<file path="src/rtl/mod_vga_nes_scaler_if.sv">
// Bus bundle between the NES PPU pixel stream, the VGA encoder and mod_vga_nes_scaler.
// The scaler takes the slave modport; the upstream/downstream side takes the master modport.
interface mod_vga_nes_scaler_if;
    logic       in_pix_valid;
    logic [5:0] in_pix_idx;
    logic       in_pix_sof;
    logic       out_pix_ready;
    logic [9:0] in_vga_next_x;
    logic [9:0] in_vga_next_y;
    logic       in_vga_active;
    logic [7:0] out_vga_r;
    logic [7:0] out_vga_g;
    logic [7:0] out_vga_b;
    logic       out_underrun;

    modport master (
        output in_pix_valid, in_pix_idx, in_pix_sof,
        output in_vga_next_x, in_vga_next_y, in_vga_active,
        input  out_pix_ready, out_vga_r, out_vga_g, out_vga_b, out_underrun
    );

    modport slave (
        input  in_pix_valid, in_pix_idx, in_pix_sof,
        input  in_vga_next_x, in_vga_next_y, in_vga_active,
        output out_pix_ready, out_vga_r, out_vga_g, out_vga_b, out_underrun
    );
endinterface

</file>
<file path="src/rtl/mod_vga_nes_scaler.sv">
// NES 256x240 to VGA 2x scaler: ping-pong line buffers, palette ROM, two-stage read pipeline.
// Optional CRT scanline dimming on even VGA lines with MOD_VGA_NES_SCALER_SCANLINE_EN.
module mod_vga_nes_scaler #(
    parameter int unsigned H_OFFSET = 64,
    parameter int unsigned H_WIDTH  = 512
) (
    input  logic                     in_clk_25_175_mhz,
    input  logic                     in_rst,
    mod_vga_nes_scaler_if.slave      bus
);
    localparam int unsigned XW    = 10;
    localparam int unsigned IW    = 6;
    localparam int unsigned AW    = 8;
    localparam int unsigned DEPTH = 256;
    localparam int unsigned CW    = 8;
    localparam int unsigned X_LAST = 639;

    localparam logic [XW-1:0] H_START = XW'(H_OFFSET);
    localparam logic [XW:0]   H_END   = (XW+1)'(H_OFFSET + H_WIDTH);

    logic [IW-1:0] line_buf0 [DEPTH];
    logic [IW-1:0] line_buf1 [DEPTH];

    logic          wr_sel;
    logic [AW-1:0] wr_ptr;
    logic          wr_full;
    logic          rd_valid;
    logic          underrun_q;

    logic          pix_ready_c;
    logic          beat;
    logic          swap_evt;
    logic [AW-1:0] wr_addr;
    logic          in_cols;
    logic [AW-1:0] rd_addr;
    logic [IW-1:0] rd_data;

    logic          s1_vis;
    logic [IW-1:0] s1_idx;
`ifdef MOD_VGA_NES_SCALER_SCANLINE_EN
    logic          s1_y0;
`endif
    logic [3*CW-1:0] rgb_next;
    logic [3*CW-1:0] rgb_q;

    function automatic logic [3*CW-1:0] nes_palette(input logic [IW-1:0] idx);
        logic [3*CW-1:0] c;
        c = '0;
        case (idx)
            6'h00: c = 24'h7C7C7C; 6'h01: c = 24'h0000FC; 6'h02: c = 24'h0000BC; 6'h03: c = 24'h4428BC;
            6'h04: c = 24'h940084; 6'h05: c = 24'hA80020; 6'h06: c = 24'hA81000; 6'h07: c = 24'h881400;
            6'h08: c = 24'h503000; 6'h09: c = 24'h007800; 6'h0A: c = 24'h006800; 6'h0B: c = 24'h005800;
            6'h0C: c = 24'h004058; 6'h0D: c = 24'h000000; 6'h0E: c = 24'h000000; 6'h0F: c = 24'h000000;
            6'h10: c = 24'hBCBCBC; 6'h11: c = 24'h0078F8; 6'h12: c = 24'h0058F8; 6'h13: c = 24'h6844FC;
            6'h14: c = 24'hD800CC; 6'h15: c = 24'hE40058; 6'h16: c = 24'hF83800; 6'h17: c = 24'hE45C10;
            6'h18: c = 24'hAC7C00; 6'h19: c = 24'h00B800; 6'h1A: c = 24'h00A800; 6'h1B: c = 24'h00A844;
            6'h1C: c = 24'h008888; 6'h1D: c = 24'h000000; 6'h1E: c = 24'h000000; 6'h1F: c = 24'h000000;
            6'h20: c = 24'hF8F8F8; 6'h21: c = 24'h3CBCFC; 6'h22: c = 24'h6888FC; 6'h23: c = 24'h9878F8;
            6'h24: c = 24'hF878F8; 6'h25: c = 24'hF85898; 6'h26: c = 24'hF87858; 6'h27: c = 24'hFCA044;
            6'h28: c = 24'hF8B800; 6'h29: c = 24'hB8F818; 6'h2A: c = 24'h58D854; 6'h2B: c = 24'h58F898;
            6'h2C: c = 24'h00E8D8; 6'h2D: c = 24'h787878; 6'h2E: c = 24'h000000; 6'h2F: c = 24'h000000;
            6'h30: c = 24'hFFFFFF; 6'h31: c = 24'hA4E4FC; 6'h32: c = 24'hB8B8F8; 6'h33: c = 24'hD8B8F8;
            6'h34: c = 24'hF8B8F8; 6'h35: c = 24'hF8A4C0; 6'h36: c = 24'hF0D0B0; 6'h37: c = 24'hFCE0A8;
            6'h38: c = 24'hF8D878; 6'h39: c = 24'hD8F878; 6'h3A: c = 24'hB8F8B8; 6'h3B: c = 24'hB8F8D8;
            6'h3C: c = 24'h00FCFC; 6'h3D: c = 24'hF8D8F8; 6'h3E: c = 24'h000000; 6'h3F: c = 24'h000000;
        endcase
        return c;
    endfunction

    // Write-side handshake and swap trigger at the end of each odd visible line.
    always_comb begin
        pix_ready_c = !wr_full && !in_rst;
        beat        = bus.in_pix_valid && pix_ready_c;
        swap_evt    = bus.in_vga_active && (bus.in_vga_next_x == XW'(X_LAST)) && bus.in_vga_next_y[0];
        wr_addr     = bus.in_pix_sof ? '0 : wr_ptr;
    end

    // Swap uses the pre-write wr_full, so a line completing in the swap cycle misses it.
    always_ff @(posedge in_clk_25_175_mhz) begin
        if (in_rst) begin
            wr_sel     <= 1'b0;
            wr_ptr     <= '0;
            wr_full    <= 1'b0;
            rd_valid   <= 1'b0;
            underrun_q <= 1'b0;
        end else begin
            if (swap_evt) begin
                if (wr_full) begin
                    wr_sel   <= ~wr_sel;
                    wr_full  <= 1'b0;
                    rd_valid <= 1'b1;
                end else begin
                    underrun_q <= 1'b1;
                end
            end
            if (beat) begin
                if (bus.in_pix_sof) begin
                    wr_ptr  <= AW'(1);
                    wr_full <= 1'b0;
                end else begin
                    wr_ptr <= wr_ptr + 1'b1;
                    if (wr_ptr == AW'(DEPTH - 1)) wr_full <= 1'b1;
                end
            end
        end
    end

    always_ff @(posedge in_clk_25_175_mhz) begin
        if (beat) begin
            if (wr_sel) line_buf1[wr_addr] <= bus.in_pix_idx;
            else        line_buf0[wr_addr] <= bus.in_pix_idx;
        end
    end

    // Stage 1 address: each NES pixel covers two VGA columns.
    always_comb begin
        in_cols = (bus.in_vga_next_x >= H_START) && ({1'b0, bus.in_vga_next_x} < H_END);
        rd_addr = in_cols ? AW'((bus.in_vga_next_x - H_START) >> 1) : '0;
        rd_data = wr_sel ? line_buf0[rd_addr] : line_buf1[rd_addr];
    end

    always_ff @(posedge in_clk_25_175_mhz) begin
        if (in_rst) begin
            s1_vis <= 1'b0;
            s1_idx <= '0;
`ifdef MOD_VGA_NES_SCALER_SCANLINE_EN
            s1_y0  <= 1'b0;
`endif
        end else begin
            s1_vis <= bus.in_vga_active && in_cols && rd_valid;
            s1_idx <= rd_data;
`ifdef MOD_VGA_NES_SCALER_SCANLINE_EN
            s1_y0  <= bus.in_vga_next_y[0];
`endif
        end
    end

    // Stage 2: palette lookup, optional scanline dimming.
    always_comb begin
        rgb_next = '0;
        if (s1_vis) rgb_next = nes_palette(s1_idx);
`ifdef MOD_VGA_NES_SCALER_SCANLINE_EN
        if (!s1_y0) begin
            rgb_next = {1'b0, rgb_next[23:17], 1'b0, rgb_next[15:9], 1'b0, rgb_next[7:1]};
        end
`else
`endif
    end

    always_ff @(posedge in_clk_25_175_mhz) begin
        if (in_rst) rgb_q <= '0;
        else        rgb_q <= rgb_next;
    end

    assign bus.out_pix_ready = pix_ready_c;
    assign bus.out_vga_r     = rgb_q[23:16];
    assign bus.out_vga_g     = rgb_q[15:8];
    assign bus.out_vga_b     = rgb_q[7:0];
    assign bus.out_underrun  = underrun_q;

endmodule

</file>
<file path="src/flat_wrapper.sv">
// flat-port wrapper written by rule: the top's interface ports become plain ports
module mod_vga_nes_scaler_flat 
#(
    parameter int unsigned H_OFFSET = 64,
    parameter int unsigned H_WIDTH  = 512
)
  (in_clk_25_175_mhz, in_rst, bus_in_pix_valid, bus_in_pix_idx, bus_in_pix_sof, bus_in_vga_next_x, bus_in_vga_next_y, bus_in_vga_active, bus_out_pix_ready, bus_out_vga_r, bus_out_vga_g, bus_out_vga_b, bus_out_underrun);
  mod_vga_nes_scaler_if bus_i ();
  input  logic in_clk_25_175_mhz;
  input  logic in_rst;
  input wire logic [$bits(bus_i.in_pix_valid)-1:0] bus_in_pix_valid;
  input wire logic [$bits(bus_i.in_pix_idx)-1:0] bus_in_pix_idx;
  input wire logic [$bits(bus_i.in_pix_sof)-1:0] bus_in_pix_sof;
  input wire logic [$bits(bus_i.in_vga_next_x)-1:0] bus_in_vga_next_x;
  input wire logic [$bits(bus_i.in_vga_next_y)-1:0] bus_in_vga_next_y;
  input wire logic [$bits(bus_i.in_vga_active)-1:0] bus_in_vga_active;
  output wire logic [$bits(bus_i.out_pix_ready)-1:0] bus_out_pix_ready;
  output wire logic [$bits(bus_i.out_vga_r)-1:0] bus_out_vga_r;
  output wire logic [$bits(bus_i.out_vga_g)-1:0] bus_out_vga_g;
  output wire logic [$bits(bus_i.out_vga_b)-1:0] bus_out_vga_b;
  output wire logic [$bits(bus_i.out_underrun)-1:0] bus_out_underrun;
  assign bus_i.in_pix_valid = bus_in_pix_valid;
  assign bus_i.in_pix_idx = bus_in_pix_idx;
  assign bus_i.in_pix_sof = bus_in_pix_sof;
  assign bus_i.in_vga_next_x = bus_in_vga_next_x;
  assign bus_i.in_vga_next_y = bus_in_vga_next_y;
  assign bus_i.in_vga_active = bus_in_vga_active;
  assign bus_out_pix_ready = bus_i.out_pix_ready;
  assign bus_out_vga_r = bus_i.out_vga_r;
  assign bus_out_vga_g = bus_i.out_vga_g;
  assign bus_out_vga_b = bus_i.out_vga_b;
  assign bus_out_underrun = bus_i.out_underrun;
  mod_vga_nes_scaler #(.H_OFFSET(H_OFFSET), .H_WIDTH(H_WIDTH)) u_core (.in_clk_25_175_mhz(in_clk_25_175_mhz), .in_rst(in_rst), .bus(bus_i));
endmodule
</file>
<file path="config.mk">
export PLATFORM = sky130hd
export DESIGN_NAME = mod_vga_nes_scaler_flat
export DESIGN_NICKNAME = d
export VERILOG_FILES = /design/src/rtl/mod_vga_nes_scaler_if.sv /design/src/rtl/mod_vga_nes_scaler.sv /design/src/flat_wrapper.sv
export SDC_FILE = /design/constraint.sdc
export NUM_CORES = 2
export LEC_CHECK = 0
export ABC_CLOCK_PERIOD_IN_PS = 3600
export CAP_MARGIN = 15
export CORE_UTILIZATION = 30
export DETAILED_ROUTE_END_ITERATION = 10
export PLACE_DENSITY = 0.54
export SYNTH_ARGS = -nofsm -noshare
export SYNTH_HDL_FRONTEND = slang
export SYNTH_MEMORY_MAX_BITS = 65536
export SYNTH_SLANG_ARGS = --single-unit
</file>
<file path="constraint.sdc">
create_clock -name in_clk_25_175_mhz -period 3.6 [get_ports in_clk_25_175_mhz]
set_input_delay 0.54 -clock in_clk_25_175_mhz [delete_from_list [all_inputs] [get_ports in_clk_25_175_mhz]]
set_output_delay 0.54 -clock in_clk_25_175_mhz [all_outputs]
set_load 0.005 [all_outputs]
</file>
==> flow_summary_export.csv <==
group,metric,value,unit
logic_synthesis,synth_top_area_share,73.5,%
power,vdd_drop_max,0.000380,V
worst_setup_path,path_delay_family,"buffers and inverters",
logic_synthesis,synth_seq_cells,3110,
global_route,grt_max_degree,147,
routing,drtAntennaViolNets,0,
finish,drive_above_1_share,19.4,%
clock_network,htreeDepth,5,
worst_setup_path,path_cells,"clkdlybuf4s50_1, inv_2, ha_1, nor2b_4, buf_8, mux2_8, nand2b_2, buf_4, o22ai_1, o211a_1, a2111oi_2, nand4b_1, nand4_1, buf_4, a211o_1",
timing,slew_violations,0,
routing,firstDrtPassIters,8,
global_route,grt_use_total,17.1,%
global_route,grt_pass1_wl,535000,um
global_route,grt_antenna_before_repair,20,
timing,fin_skew,0.0483,ns
clock_network,cts_made_buffers,325,
worst_setup_path,cp_max_fo,16,
clock_network,cts_tree,"built",
finish,synthToLayoutAreaGrowth,20.4,%
worst_setup_path,slowest_stage,"a2111oi_2",
power,power.density,520,mW/mm^2
logic_synthesis,synth_compound_area_share,7.67,%
routing,drt-vias-per-instance,5.13,
logic_synthesis,synth_top_area_cell,"edfxtp_1",
worst_setup_path,cp_slowest_stage_delay,0.55,ns
timing,fmax,0.278,GHz
worst_setup_path,critPathCaptureType,"flip-flop",
hold_path,hp-class,"input port to flip-flop",
global_route,grt_overflow_total,0,
logic_synthesis,synthArstFlopShare,0,%
timing,period_share,100,%
timing,slew_headroom,34.1,%
power,p_leak,51.0,nW
placement,globalplace.congestion,0.879,
timing,whs,0.126,ns
routing,vias,75228,
job,maxCapViolations,0,
placement,place_hpwl,237000,um
routing,wl,373000,um
logic_synthesis,synth_ff_type,"edfxtp_1",
floorplanning,die_x,649,um
clock_network,root_buffer,"clkbuf_16",
logic_synthesis,synthAdderAreaFrac,0.160,%
clock_network,numClockSinks,3110,
finish,final_cell_mix,"edfxtp_1, mux2i_1, buf_4",
logic_synthesis,syn_area,0.125,mm^2
logic_synthesis,ys_top_cells_by_area,"edfxtp_1, mux2i_1, nor2_1",
worst_setup_path,path_common_cell,"buf_4",
logic_synthesis,syn_nets,8146,
finish,nFillCells,38949,
floorplanning,die_area,0.421,mm^2
routing,drcViolationCount,0,
logic_synthesis,synth_edf_count,3072,
clock_network,clkLatencyLatePin,0.93,ns
floorplanning,io_pins,57,
floorplanning,die_h,649,um
floorplanning,coreArea,0.417,mm^2
logic_synthesis,synth-xor-area-share,0.0778,%
floorplanning,row_count,237,
logic_synthesis,synth_top_family_by_area,"multiplexers",
finish,final_common_cell,"edfxtp_1",
logic_synthesis,yosysWarnings,0,
clock_network,clockBufferDepth,4,
global_route,grt_pass1_vias,75386,
placement,post_dp_cell_area,0.140,mm^2
timing,hold_viol,0,
logic_synthesis,synth-simple-area-share,6.54,%
routing,drt_iter0_drc,7779,
logic_synthesis,synth_area_per_cell,15.5,um^2
floorplanning,start_util,30.1,%
clock_network,clk_pin_slew,0.06,ns
worst_setup_path,crit_type,"input port to flip-flop",
placement,io_buffers,47,
logic_synthesis,muxShareOfSynthArea,9.20,%
timing,worstMarginPinSlew,0.988,ns
finish,final_area,0.151,mm^2
timing,setup_viol,0,
finish,nets,8953,
logic_synthesis,yosysUniqueCellTypes,74,
status,status,"finished clean",
timing,fin_crit,3.60,ns
worst_setup_path,critPathBufInv,5,
worst_setup_path,start_kind,"input port",
worst_setup_path,critPathArrivalTime,4.46,ns
logic_synthesis,yosysSeqAreaShare,74.1,%
routing,wl_per_cell,25.4,um
worst_setup_path,cp_data_required_time,4.46,ns
logic_synthesis,synthCells,8099,
power,total_power,0.0785,W
==> where the power goes <==
| group | internal (W) | switching, W |
|---|---|---|
| sequential | 0.0398 | 0.0000529 |
| clock | 0.0190 | 0.0139 |
| combinational | 0.00205 | 0.00367 |
| total | 0.0608 | 0.0177 |
==> final cells by class <==
cell class	count	area, um^2	share of cell area, %
Multi-Input combinational cell	4389	30400	20.1
Timing Repair Buffer	1064	10500	6.92
Antenna cell	2	5.00	0.00331
Sequential cell	3110	93000	61.6
Clock inverter	180	1790	1.19
Clock buffer	402	8490	5.62
Inverter	16	60.1	0.0398
Tap cell	5497	6880	4.55
==> flip-flops by register name, indices dropped and copies added, names as in the netlist <==
| name | cells |
|---|---|
| u_core.line_buf1 | 1536 |
| u_core.rd_valid | 1 |
| u_core.bus.out_underrun | 1 |
| u_core.rgb_q | 19 |
| u_core.line_buf0 | 1536 |
| u_core.s1_idx | 6 |
| u_core.wr_sel | 1 |
| u_core.wr_full | 1 |
| u_core.wr_ptr | 8 |
| u_core.s1_vis | 1 |
==> per-layer routing <==
metal	up-vias	wire length, um	global-route usage [%]
li1	33243	-	-
met1	38578	157000	23.0
met2	2829	178000	28.4
met3	572	25200	2.65
met4	6	12700	5.43
met5	-	40	0
==> repair_timing <==
action | 4_1_cts | 5_1_grt
hold endpoints to repair | 66 | 0
buffers inserted | 5 | 4
hold buffers | 3 | 0
cloned | 2 | 3
pin swaps | 5 | 11
gates resized for setup | 56 | 49
setup endpoints to repair | 6 | 6
==> cells in the mapped netlist, types with 114 or more instances <==
cell      count
mux2i_1     885
o221ai_1    196
edfxtp_1   3072
nand3_1     132
a21oi_1     433
buf_2       176
a211oi_1    172
nand2_1     584
mux2_2      165
o22ai_1     121
clkbuf_1    289
nor3_1      114
o21ai_0     154
nor2_1      683
==> cell families after synthesis <==
group                      count (synthesis)
adders and majority gates                 16
and+or+nand+nor                         1844
DFF                                     3110
xor gates and xnor gates                   9
buffers and inverters                    600
AOI/OAI and AO/OA                       1433
muxes                                   1087
==> metrics by stage <==
step                      worst slack (ns)  util (%)  instances   TNS, ns
final                              0.00168      36.3      14660         0
after global routing              -0.00637      36.3      14659  -0.00637
after CTS                         -0.00451      36.2      14653  -0.00451
after detailed placement             -2.04      33.6      14061     -9.99
after global placement               -2.19      33.6      14058    -11.07
after floorplan                     0.0673         -       8099         0
==> path summary, 6_finish.rpt <==
kind / startpoint / to / slack [ns] / depth (start not counted)
setup / recovery: bus_in_vga_next_x[7] / u_core.s1_idx[1] / 0.002 / 15
hold / removal: bus_in_pix_idx[2] / u_core.line_buf1[183][2] / 0.13 / 1
setup reg to reg: u_core.line_buf1[60][4] / u_core.s1_idx[4] / 0.78 / 10
hold reg to reg: u_core.rd_valid / u_core.s1_vis / 0.45 / 2
Note: power is estimated with default switching activity, not from simulation.
